`src/rtl/microseq_pkg.sv`:
```
// Shared encodings and helpers for the micro-op sequencer.
// Sequencing field lives in the low bits of every control word.
package microseq_pkg;

  localparam int unsigned SEQ_LSB = 0;
  localparam int unsigned SEQ_W   = 3;
  localparam int unsigned MAX_W   = 64;

  typedef enum logic [SEQ_W-1:0] {
    SeqEnd    = 3'd0,
    SeqNext   = 3'd1,
    SeqJump   = 3'd2,
    SeqCall   = 3'd3,
    SeqRet    = 3'd4,
    SeqBranch = 3'd5,
    SeqWait   = 3'd6,
    SeqRsvd   = 3'd7
  } seq_e;

  // Jump/call target occupies the top upc_w bits of a ctrl_w-wide control word.
  function automatic logic [MAX_W-1:0] target_field(input logic [MAX_W-1:0] ctrl,
                                                    input int unsigned ctrl_w,
                                                    input int unsigned upc_w);
    logic [MAX_W-1:0] mask;
    mask = (64'd1 << upc_w) - 64'd1;
    return (ctrl >> (ctrl_w - upc_w)) & mask;
  endfunction

endpackage

```
`src/rtl/microseq_stack.sv`:
```
// Bounded LIFO holding micro-PC return addresses.
// Storage and pointer only; overflow/underflow policy belongs to the caller.
module microseq_stack #(
  parameter int unsigned DEPTH = 4,
  parameter int unsigned W     = 10
) (
  input  logic         clk,
  input  logic         rst_b,
  input  logic         push,
  input  logic         pop,
  input  logic [W-1:0] din,
  output logic         full,
  output logic         empty,
  output logic [W-1:0] top
);

  localparam int unsigned PW = $clog2(DEPTH + 1);
  localparam int unsigned AW = (DEPTH > 1) ? $clog2(DEPTH) : 1;

  logic [W-1:0]  mem [2**AW];
  logic [PW-1:0] ptr;
  logic [AW-1:0] wr_idx;
  logic [AW-1:0] rd_idx;

  assign full   = (ptr == PW'(DEPTH));
  assign empty  = (ptr == '0);
  assign wr_idx = AW'(ptr);
  assign rd_idx = AW'(ptr - PW'(1));
  assign top    = mem[rd_idx];

  always_ff @(posedge clk or negedge rst_b) begin
    if (!rst_b) begin
      ptr <= '0;
    end else if (push && !full) begin
      ptr <= ptr + PW'(1);
    end else if (pop && !empty) begin
      ptr <= ptr - PW'(1);
    end
  end

  always_ff @(posedge clk) begin
    if (push && !full) begin
      mem[wr_idx] <= din;
    end
  end

endmodule

```
`src/rtl/microsequencer.sv`:
```
// Micro-op sequencer: label-ROM dispatch, jumps, branches, waits and call/return,
// presenting one registered control word per cycle to the _2a stage.
module microsequencer
  import microseq_pkg::*;
#(
  parameter int unsigned CTRL_W      = 32,
  parameter int unsigned UPC_W       = 10,
  parameter int unsigned OP_W        = 8,
  parameter int unsigned MODE_W      = 1,
  parameter int unsigned STACK_DEPTH = 4
) (
  input  logic                     clk,
  input  logic                     rst_b,
  input  logic [MODE_W-1:0]        mode,
  input  logic [OP_W-1:0]          opcode,
  input  logic                     mc__stall,
  input  logic                     cond_in,
  output logic [MODE_W+OP_W-1:0]   label_addr,
  input  logic [UPC_W:0]           label_data,
  output logic [UPC_W-1:0]         ucode_addr,
  input  logic [CTRL_W-1:0]        ucode_data,
  output logic [CTRL_W-1:0]        mc__control_2a,
  output logic                     mc__more_2a,
  output logic [UPC_W-1:0]         mc__upc,
  output logic                     mc__illegal,
  output logic                     mc__err
);

  // op_q keeps the full op across stalls so a held JUMP/CALL still knows its target;
  // out_q is what the pipeline sees (bubbled while stalled).
  logic [CTRL_W-1:0] op_q;
  logic [CTRL_W-1:0] out_q;
  logic [UPC_W-1:0]  upc_q;
  logic              more_q;
  logic              illegal_q;
  logic              err_q;

  seq_e              seq;
  logic [UPC_W-1:0]  upc_inc;
  logic [UPC_W-1:0]  target;
  logic              label_valid;
  logic [UPC_W-1:0]  label_upc;
  logic [UPC_W-1:0]  next_upc;
  logic [CTRL_W-1:0] ctrl_next;
  logic [CTRL_W-1:0] bubble;
  logic              dispatch;
  logic              push;
  logic              pop;
  logic              err_set;
  logic              stk_full;
  logic              stk_empty;
  logic [UPC_W-1:0]  stk_top;

  assign seq         = seq_e'(op_q[SEQ_LSB +: SEQ_W]);
  assign upc_inc     = upc_q + UPC_W'(1);
  assign target      = UPC_W'(target_field(MAX_W'(op_q), CTRL_W, UPC_W));
  assign label_valid = label_data[UPC_W];
  assign label_upc   = label_data[UPC_W-1:0];

  assign label_addr  = {mode, opcode};
  assign ucode_addr  = next_upc;

  always_comb begin
    dispatch = 1'b0;
    push     = 1'b0;
    pop      = 1'b0;
    err_set  = 1'b0;
    next_upc = upc_inc;
    case (seq)
      SeqNext:   next_upc = upc_inc;
      SeqJump:   next_upc = target;
      SeqCall: begin
        next_upc = target;
        if (stk_full) begin
          err_set = 1'b1;
        end else begin
          push = 1'b1;
        end
      end
      SeqRet: begin
        if (stk_empty) begin
          dispatch = 1'b1;
          err_set  = 1'b1;
        end else begin
          pop      = 1'b1;
          next_upc = stk_top;
        end
      end
      SeqBranch: next_upc = cond_in ? target : upc_inc;
      SeqWait:   next_upc = cond_in ? upc_inc : upc_q;
      default:   dispatch = 1'b1;
    endcase
    // Invalid label: hold upc and load an END op so the next cycle re-dispatches.
    if (dispatch) begin
      next_upc = label_valid ? label_upc : upc_q;
    end
    ctrl_next = (dispatch && !label_valid) ? '0 : ucode_data;
    bubble = '0;
    bubble[SEQ_LSB +: SEQ_W] = op_q[SEQ_LSB +: SEQ_W];
  end

  microseq_stack #(
    .DEPTH (STACK_DEPTH),
    .W     (UPC_W)
  ) u_stack (
    .clk   (clk),
    .rst_b (rst_b),
    .push  (push && !mc__stall),
    .pop   (pop && !mc__stall),
    .din   (upc_inc),
    .full  (stk_full),
    .empty (stk_empty),
    .top   (stk_top)
  );

  always_ff @(posedge clk or negedge rst_b) begin
    if (!rst_b) begin
      op_q      <= '0;
      out_q     <= '0;
      upc_q     <= '0;
      more_q    <= 1'b0;
      illegal_q <= 1'b0;
      err_q     <= 1'b0;
    end else if (mc__stall) begin
      out_q     <= bubble;
      illegal_q <= 1'b0;
    end else begin
      op_q      <= ctrl_next;
      out_q     <= ctrl_next;
      upc_q     <= next_upc;
      more_q    <= (ctrl_next[SEQ_LSB +: SEQ_W] != SeqEnd);
      illegal_q <= dispatch && !label_valid;
      if (err_set) begin
        err_q <= 1'b1;
      end
    end
  end

  assign mc__control_2a = out_q;
  assign mc__more_2a    = more_q;
  assign mc__upc        = upc_q;
  assign mc__illegal    = illegal_q;
  assign mc__err        = err_q;

endmodule

```
`config.mk`:
```
export PLATFORM = sky130hd
export DESIGN_NAME = microsequencer
export DESIGN_NICKNAME = d
export VERILOG_FILES = /design/src/rtl/microseq_pkg.sv /design/src/rtl/microseq_stack.sv /design/src/rtl/microsequencer.sv
export SDC_FILE = /design/constraint.sdc
export NUM_CORES = 1
export LEC_CHECK = 0
export ABC_AREA = 1
export BUFFER_PORTS_ARGS = -buffer_cell sky130_fd_sc_hd__buf_2
export CELL_PAD_IN_SITES_DETAIL_PLACEMENT = 0
export CELL_PAD_IN_SITES_GLOBAL_PLACEMENT = 1
export CORE_MARGIN = 1.5
export CORE_UTILIZATION = 35
export DETAILED_ROUTE_END_ITERATION = 10
export PLACE_DENSITY = 0.86
export SLEW_MARGIN = 25
export SYNTH_ARGS = -nofsm -noshare
export SYNTH_HDL_FRONTEND = slang
export SYNTH_SLANG_ARGS = --single-unit
```
`constraint.sdc`:
```
create_clock -name clk -period 2.02 [get_ports clk]
set_input_delay 0.202 -clock clk [delete_from_list [all_inputs] [get_ports clk]]
set_output_delay 0.202 -clock clk [all_outputs]
set_load 0.05 [all_outputs]
```
==> impl_results.md, run 1 <==
* Run status: finished, violations left
* Violated checks: negative setup slack
* Share of layout cells above drive strength 1 at 35.4%
* Worst-skew pair later-pin latency at 350 ps
* Leakage power at 3.06 nW
* Worst r2r src: u_stack.ptr[1]
* Avg Vias per Cell at 4.85
* Final Core Density at 47.8%
* Vias in the first global route at 4147
* Number of nets with antenna violations after routing at 0
* Vias at 4041
* HP Class: in -> reg
* Post-synth top cells: nand2_1, inv_1, dfrtp_1, nor2_1, nand3_1
* Crit-path max cell delay at 390 ps
* Async set-or-reset flop fraction in the synthesized netlist at 60.4%
* Seq/Total Area, Yosys at 57.1%
* DP Worst Slack at -145 ps
* Global route total overflow at 0
* Layout Nets at 715
* First-pass GRT wire length at 20300 µm
* Initial DRC Count at 261
* PwrDens at 1390 nW/µm²
* Final number of max-transition violations at 0
* RSZ-0062 raised after global routing: yes
* Flop2flop setup slack at 120 ps
* Die Wd at 120 µm
* Crit path top cell by count: nor2_4
* Switching portion of total power at 43.6%
* Most instantiated library cell after synthesis: nand2_1
* Die ar. at 14400 µm²
* R2R Path End: op_q[27]
* Net switching power at 0.00385 W
* Number of diodes at 0
* IO Pins at 120
* Logic pwr share at 48.7%
* Area delta synth->final at 33.0%
* Clk pwr share at 20.2%
* Height of the die at 120 µm
* Data arrival, critical path at 2080 ps
* Worst rel slew slack at 65.2%
* Num CTS Buffers at 9
* Yosys top cell area share at 32.0%
* Ordered cell list for the critical path: inv_2 -> ha_4 -> inv_2 -> nor2_4 -> nor2_4 -> nor2_4 -> buf_4 -> buf_6 -> nor2_2 -> a31oi_4 -> buf_6
* Initial Util at 35.9%
* Synth area leader: dfrtp_1
* Post-Syn Area at 4770 µm²
* Clk_skew at 9.67 ps
* Crit. End Element: output port
* Htree depth at 3
* Final worst setup slack at -258 ps
* Clock transition at the registers of the reported paths at 70 ps
* Setup TNS at -2120 ps
* Hold Fails Final Rpt at 0
* Tot Pwr at 0.00883 W
* CP max-delay cell: dfrtp_1
* Post-Route WL at 12300 µm
* WL/cell at 14.7 µm
* CP Launch Type: flop
* Largest net degree at the start of global routing at 43
* Longest Clk Path Bufs at 2
* Yosys warns at 0
* Core area at 13300 µm²
* Max Fclk at 439 MHz
* Synthesized Nets at 592
* Initial antenna violation count at 0
* Min Tclk post-route at 2280 ps
* Root Buffer: clkbuf_16
* Number of buffers added on ports at 101
* Peak VDD IR at 1.01 mV
* Worst reg2reg path depth at 12
* Synth Instances at 530
* CP Class: reg -> out
* Row cnt at 42
* Placed wire-length estimate at 8490 µm
* Synth area leaders: dfrtp_1, edfxtp_1, nand2_1, nand3_1, inv_1
* 1st-pass router iterations at 7
* Yosys reg bits at 101
* Worst-margin pin slew at 522 ps
* Max-Cap Viols at 0
* Endpoints failing setup at 10
* Most common flop cell mapped by yosys: dfrtp_1
* Seq pwr share at 31.1%
* Critical Path End: ucode_addr[9]
* Netlist cell types at 35
* TritonCTS clock tree: yes
* Post-synth EDFFs at 40
* # fillers at 1204
* Worst-path fanout max at 4
* CP Launch Point: u_stack.ptr[1]
* Gr usage total at 18.0%
* DRC at 0
* Worst EP required at 1820 ps
* Syn_area_per_cell at 9.01 µm²
* Placer Congestion at 0.904
* Internal power at 0.00498 W
* TritonCTS Sinks at 101
* Fin crit share at 113%
[per-stage QoR]
stage	instance area, µm²	cells	hold slack (ps)
2_1_floorplan	4870	530	-93.6
3_3_place_gp	5660	807	200
3_5_place_dp	5660	807	209
4_1_cts	6150	828	47.0
5_1_grt	6350	834	43.9
6_report	6350	834	51.9
[logic make-up after synthesis]
family,after synthesis,synth area share [%]
flip-flops,101,57.1
AO/OA/AOI/OAI,69,8.41
adder cells (fa/ha/maj),6,1.57
XOR/XNOR,9,1.65
buffers and inverters,101,9.70
AND/OR/NAND/NOR,244,21.5
[routing by layer]
layer | routed length (µm) | global-route usage (%) | up-vias
met4 | 287 | 6.47 | 0
met5 | 0 | 0 | -
li1 | - | - | 1946
met3 | 760 | 3.80 | 27
met2 | 6050 | 30.8 | 136
met1 | 5180 | 22.4 | 1932
[flip-flops by register name (all words and copies together) (netlist names)]
name,cells
mc__err,1
mc__upc,10
mc__illegal,1
mc__more_2a,1
u_stack.mem,40
u_stack.ptr,3
op_q,13
mc__control_2a,32
[how the worst min path moves through the flow]
stage | start | to | slack [ps] | depth (start not counted)
floorplan | rst_b | mc__control_2a[0] | -90 | 0
global placement | rst_b | mc__control_2a[28] | 200 | 1
detailed placement | rst_b | mc__control_2a[28] | 210 | 1
CTS | ucode_data[4] | mc__control_2a[4] | 50 | 3
global route | ucode_data[14] | mc__control_2a[14] | 40 | 3
finish | ucode_data[14] | mc__control_2a[14] | 50 | 3
[timing repair]
action | 4_1_cts | 5_1_grt
setup endpoints to repair | 10 | 11
pin swaps | 11 | 19
hold endpoints to repair | 19 | 0
hold buffers | 1 | 0
buffers inserted | 3 | 4
gates cloned | 1 | 2
gates resized for setup | 44 | 40
[area by class of cell]
cell class,count,area [µm²],share of cell area (%)
clock inverter,7,81.3,1.28
timing repair buffer,144,997,15.7
multi-input combinational,328,1820,28.7
inverter,69,273,4.29
tap,176,220,3.47
clock buffer,9,225,3.55
sequential,101,2740,43.1
[placed cells by master (no fill, tap or decap), drive strengths merged, types with 3 or more instances in the layout]
master      n
ha          6
o22ai       6
buf       141
a21oi      22
nand2     121
xor2        7
nand3      50
clkbuf     11
nor2       64
inv        69
o211ai      7
nand4       3
edfxtp     40
clkinvlp    5
o21ai      27
dfrtp      61
[critical path: cells and delay by family (launching register included)]
kind                     cells  cell delay [ps]
AND/OR/NAND/NOR              4              450
AO/OA/AOI/OAI                1              140
buffers and inverters        5              590
flip-flops                   1              390
adder cells (fa/ha/maj)      1              140
[power groups by stage]
stage	Clock (W)	Combinational (W)	Sequential, W
finish	0.00178	0.00430	0.00275
global placement	0	0.00365	0.00276
detailed placement	0	0.00373	0.00277
floorplan	0	0.00224	0.00328
global route	0.00189	0.00465	0.00278
CTS	0.00180	0.00410	0.00274
Power figures use the tool's default switching activity.
==> run 2: changes to the inputs <==
--- a/config.mk
+++ b/config.mk
@@ -13,6 +13,7 @@
 export CORE_UTILIZATION = 35
 export DETAILED_ROUTE_END_ITERATION = 10
 export PLACE_DENSITY = 0.86
+export RECOVER_POWER = 25
 export SLEW_MARGIN = 25
 export SYNTH_ARGS = -nofsm -noshare
 export SYNTH_HDL_FRONTEND = slang
==> run 2 against run 1 <==
Net effect:
- the run still ends with negative setup slack left
- final cell count did not move
- clock-buffer cell count unchanged
- worst setup slack got worse by 1.3 ps
- critical endpoint unchanged
==> impl_results.md, run 2 (synthesis gave the netlist of run 1 again) <==
* Avg Vias per Cell at 4.85 (about the same)
* Reg area at 2740 µm² (unchanged)
* Placed wire-length estimate at 8490 µm (unchanged)
* Initial Util at 35.9% (unchanged)
* Commonest non-fill, non-tap cell in the layout: nand2_1 (unchanged)
* Die ar. at 14400 µm² (unchanged)
* Root Buffer: clkbuf_16 (unchanged)
* TritonCTS clock tree: yes (unchanged)
* Final worst setup slack at -259 ps (was -258 ps)
* Vias in the first global route at 4147 (unchanged)
* Final number of max-transition violations at 0 (unchanged)
* Violated checks: negative setup slack (unchanged)
* Gr usage total at 18.0% (unchanged)
* Max-Cap Viols at 0 (unchanged)
* CP Launch Type: flop (unchanged)
* Tot Pwr at 0.00882 W (was 0.00883 W)
* Worst EP required at 1820 ps (about the same)
* Max Fclk at 439 MHz (about the same)
* Number of diodes at 0 (unchanged)
* Die Wd at 120 µm (unchanged)
* Worst-skew pair later-pin latency at 350 ps (about the same)
* Number of buffers added on ports at 101 (unchanged)
* Initial DRC Count at 277 (was 261)
* IO Pins at 120 (unchanged)
* Htree depth at 3 (unchanged)
* Endpoints failing setup at 10 (unchanged)
* Initial antenna violation count at 0 (unchanged)
* Largest net degree at the start of global routing at 43 (unchanged)
* WL/cell at 14.7 µm (about the same)
* Height of the die at 120 µm (unchanged)
* Run status: finished, violations left (unchanged)
* Layout Nets at 715 (unchanged)
* Most frequent cells in the layout: nand2_1, buf_2, inv_1 (unchanged)
* Vias at 4043 (was 4041)
* Placer Congestion at 0.904 (unchanged)
* Number of nets with antenna violations after routing at 0 (unchanged)
* CP Class: reg -> out (unchanged)
* Row cnt at 42 (unchanged)
* Area delta synth->final at 32.7% (was 33.0%)
* TritonCTS Sinks at 101 (unchanged)
* Crit. End Element: output port (unchanged)
* Area of the multi-input gates at 1820 µm² (unchanged)
* Worst rel slew slack at 23.4% (was 65.2%)
* Global route total overflow at 0 (unchanged)
* Worst-margin pin slew at 1150 ps (was 522 ps)
* Peak VDD IR at 1.00 mV (was 1.01 mV)
* Worst-path fanout max at 4 (unchanged)
* PwrDens at 1390 nW/µm² (about the same)
* Fin crit share at 113% (about the same)
* Post-Route WL at 12300 µm (about the same)
* # fillers at 1208 (was 1204)
* RSZ-0062 raised after global routing: yes (unchanged)
* Num CTS Buffers at 9 (unchanged)
* Min Tclk post-route at 2280 ps (about the same)
* DRC at 0 (unchanged)
* First-pass GRT wire length at 20300 µm (unchanged)
* 1st-pass router iterations at 4 (was 7)
* Clk_skew at 9.57 ps (was 9.67 ps)
* Hold Fails Final Rpt at 0 (unchanged)
* Clock transition at the registers of the reported paths at 70 ps (about the same)
* Leakage power at 3.05 nW (was 3.06 nW)
* Core area at 13300 µm² (unchanged)
* DP Worst Slack at -145 ps (unchanged)
* Data arrival, critical path at 2080 ps (about the same)
* Share of layout cells above drive strength 1 at 35.1% (was 35.4%)
* Largest Register: u_stack.mem (unchanged)
* Longest Clk Path Bufs at 2 (unchanged)
* HP Class: in -> reg (unchanged)
* Number of flip-flops in the largest register at 40 (unchanged)
-- run 2: where the power goes --
part	switching [W]	internal (W)	leakage (nW)	total (W)
combinational	0.00281	0.00148	1.77	0.00430
sequential	0.000236	0.00251	1.13	0.00274
clock	0.000805	0.000980	0.146	0.00178
-- run 2: path summary, 6_finish.rpt --
kind,start,endpoint,slack (ps),depth (start not counted)
worst max-delay path,u_stack.ptr[1],ucode_addr[9],-260,11
worst min-delay path,ucode_data[14],mc__control_2a[14],50,3
worst max register to register,u_stack.ptr[1],op_q[27],120,12
worst min register to register,mc__more_2a,mc__more_2a,480,2
max in group asynchronous,rst_b,mc__upc[0],250,3
min in group asynchronous,rst_b,mc__control_2a[28],590,2
-- run 2: worst max-delay path, stage by stage, from the launching register on --
cell and delay [ps]:
dfrtp_1 390, inv_2 90, ha_4 140, inv_2 40
nor2_4 140, nor2_4 60, nor2_4 180, buf_4 150
buf_6 130, nor2_2 70, a31oi_4 140, buf_6 180
-- run 2: timing repair --
item                       CTS  global route
hold endpoints to repair    19             0
cloned                       1             2
buffers inserted             3             4
setup endpoints to repair   10            11
gates resized for setup     44            40
hold buffers                 1             0
pin swaps                   11            19
-- run 2: final cells by class --
type / count / share of cell area (%)
Clock buffer: 9 / 3.56
Clock inverter: 7 / 1.28
Inverter: 69 / 4.31
Multi-Input combinational cell: 328 / 28.7
Sequential cell: 101 / 43.2
Tap cell: 176 / 3.48
Timing Repair Buffer: 144 / 15.5
-- run 2: per-layer routing --
layer / vias up / wire (µm) / track usage [%] / part of all wire [%]
met5: - / 0 / 0 / 0
met4: 0 / 258 / 6.47 / 2.1
met3: 27 / 915 / 3.80 / 7.5
met2: 154 / 6070 / 30.8 / 49
met1: 1920 / 5030 / 22.4 / 41
li1: 1942 / - / - / -
-- run 2: through the flow --
stage / std cells / setup TNS (ps) / hold WS (ps) / util [%] / cell area, µm²
floorplan: 530 / -81.1 / -93.6 / - / 4870
global placement: 807 / -397 / 200 / 42.6 / 5660
detailed placement: 807 / -751 / 209 / 42.6 / 5660
CTS: 828 / -2320 / 47.0 / 46.3 / 6150
global route: 834 / -4750 / 43.9 / 47.6 / 6330
finish: 834 / -2150 / 50.2 / 47.6 / 6330
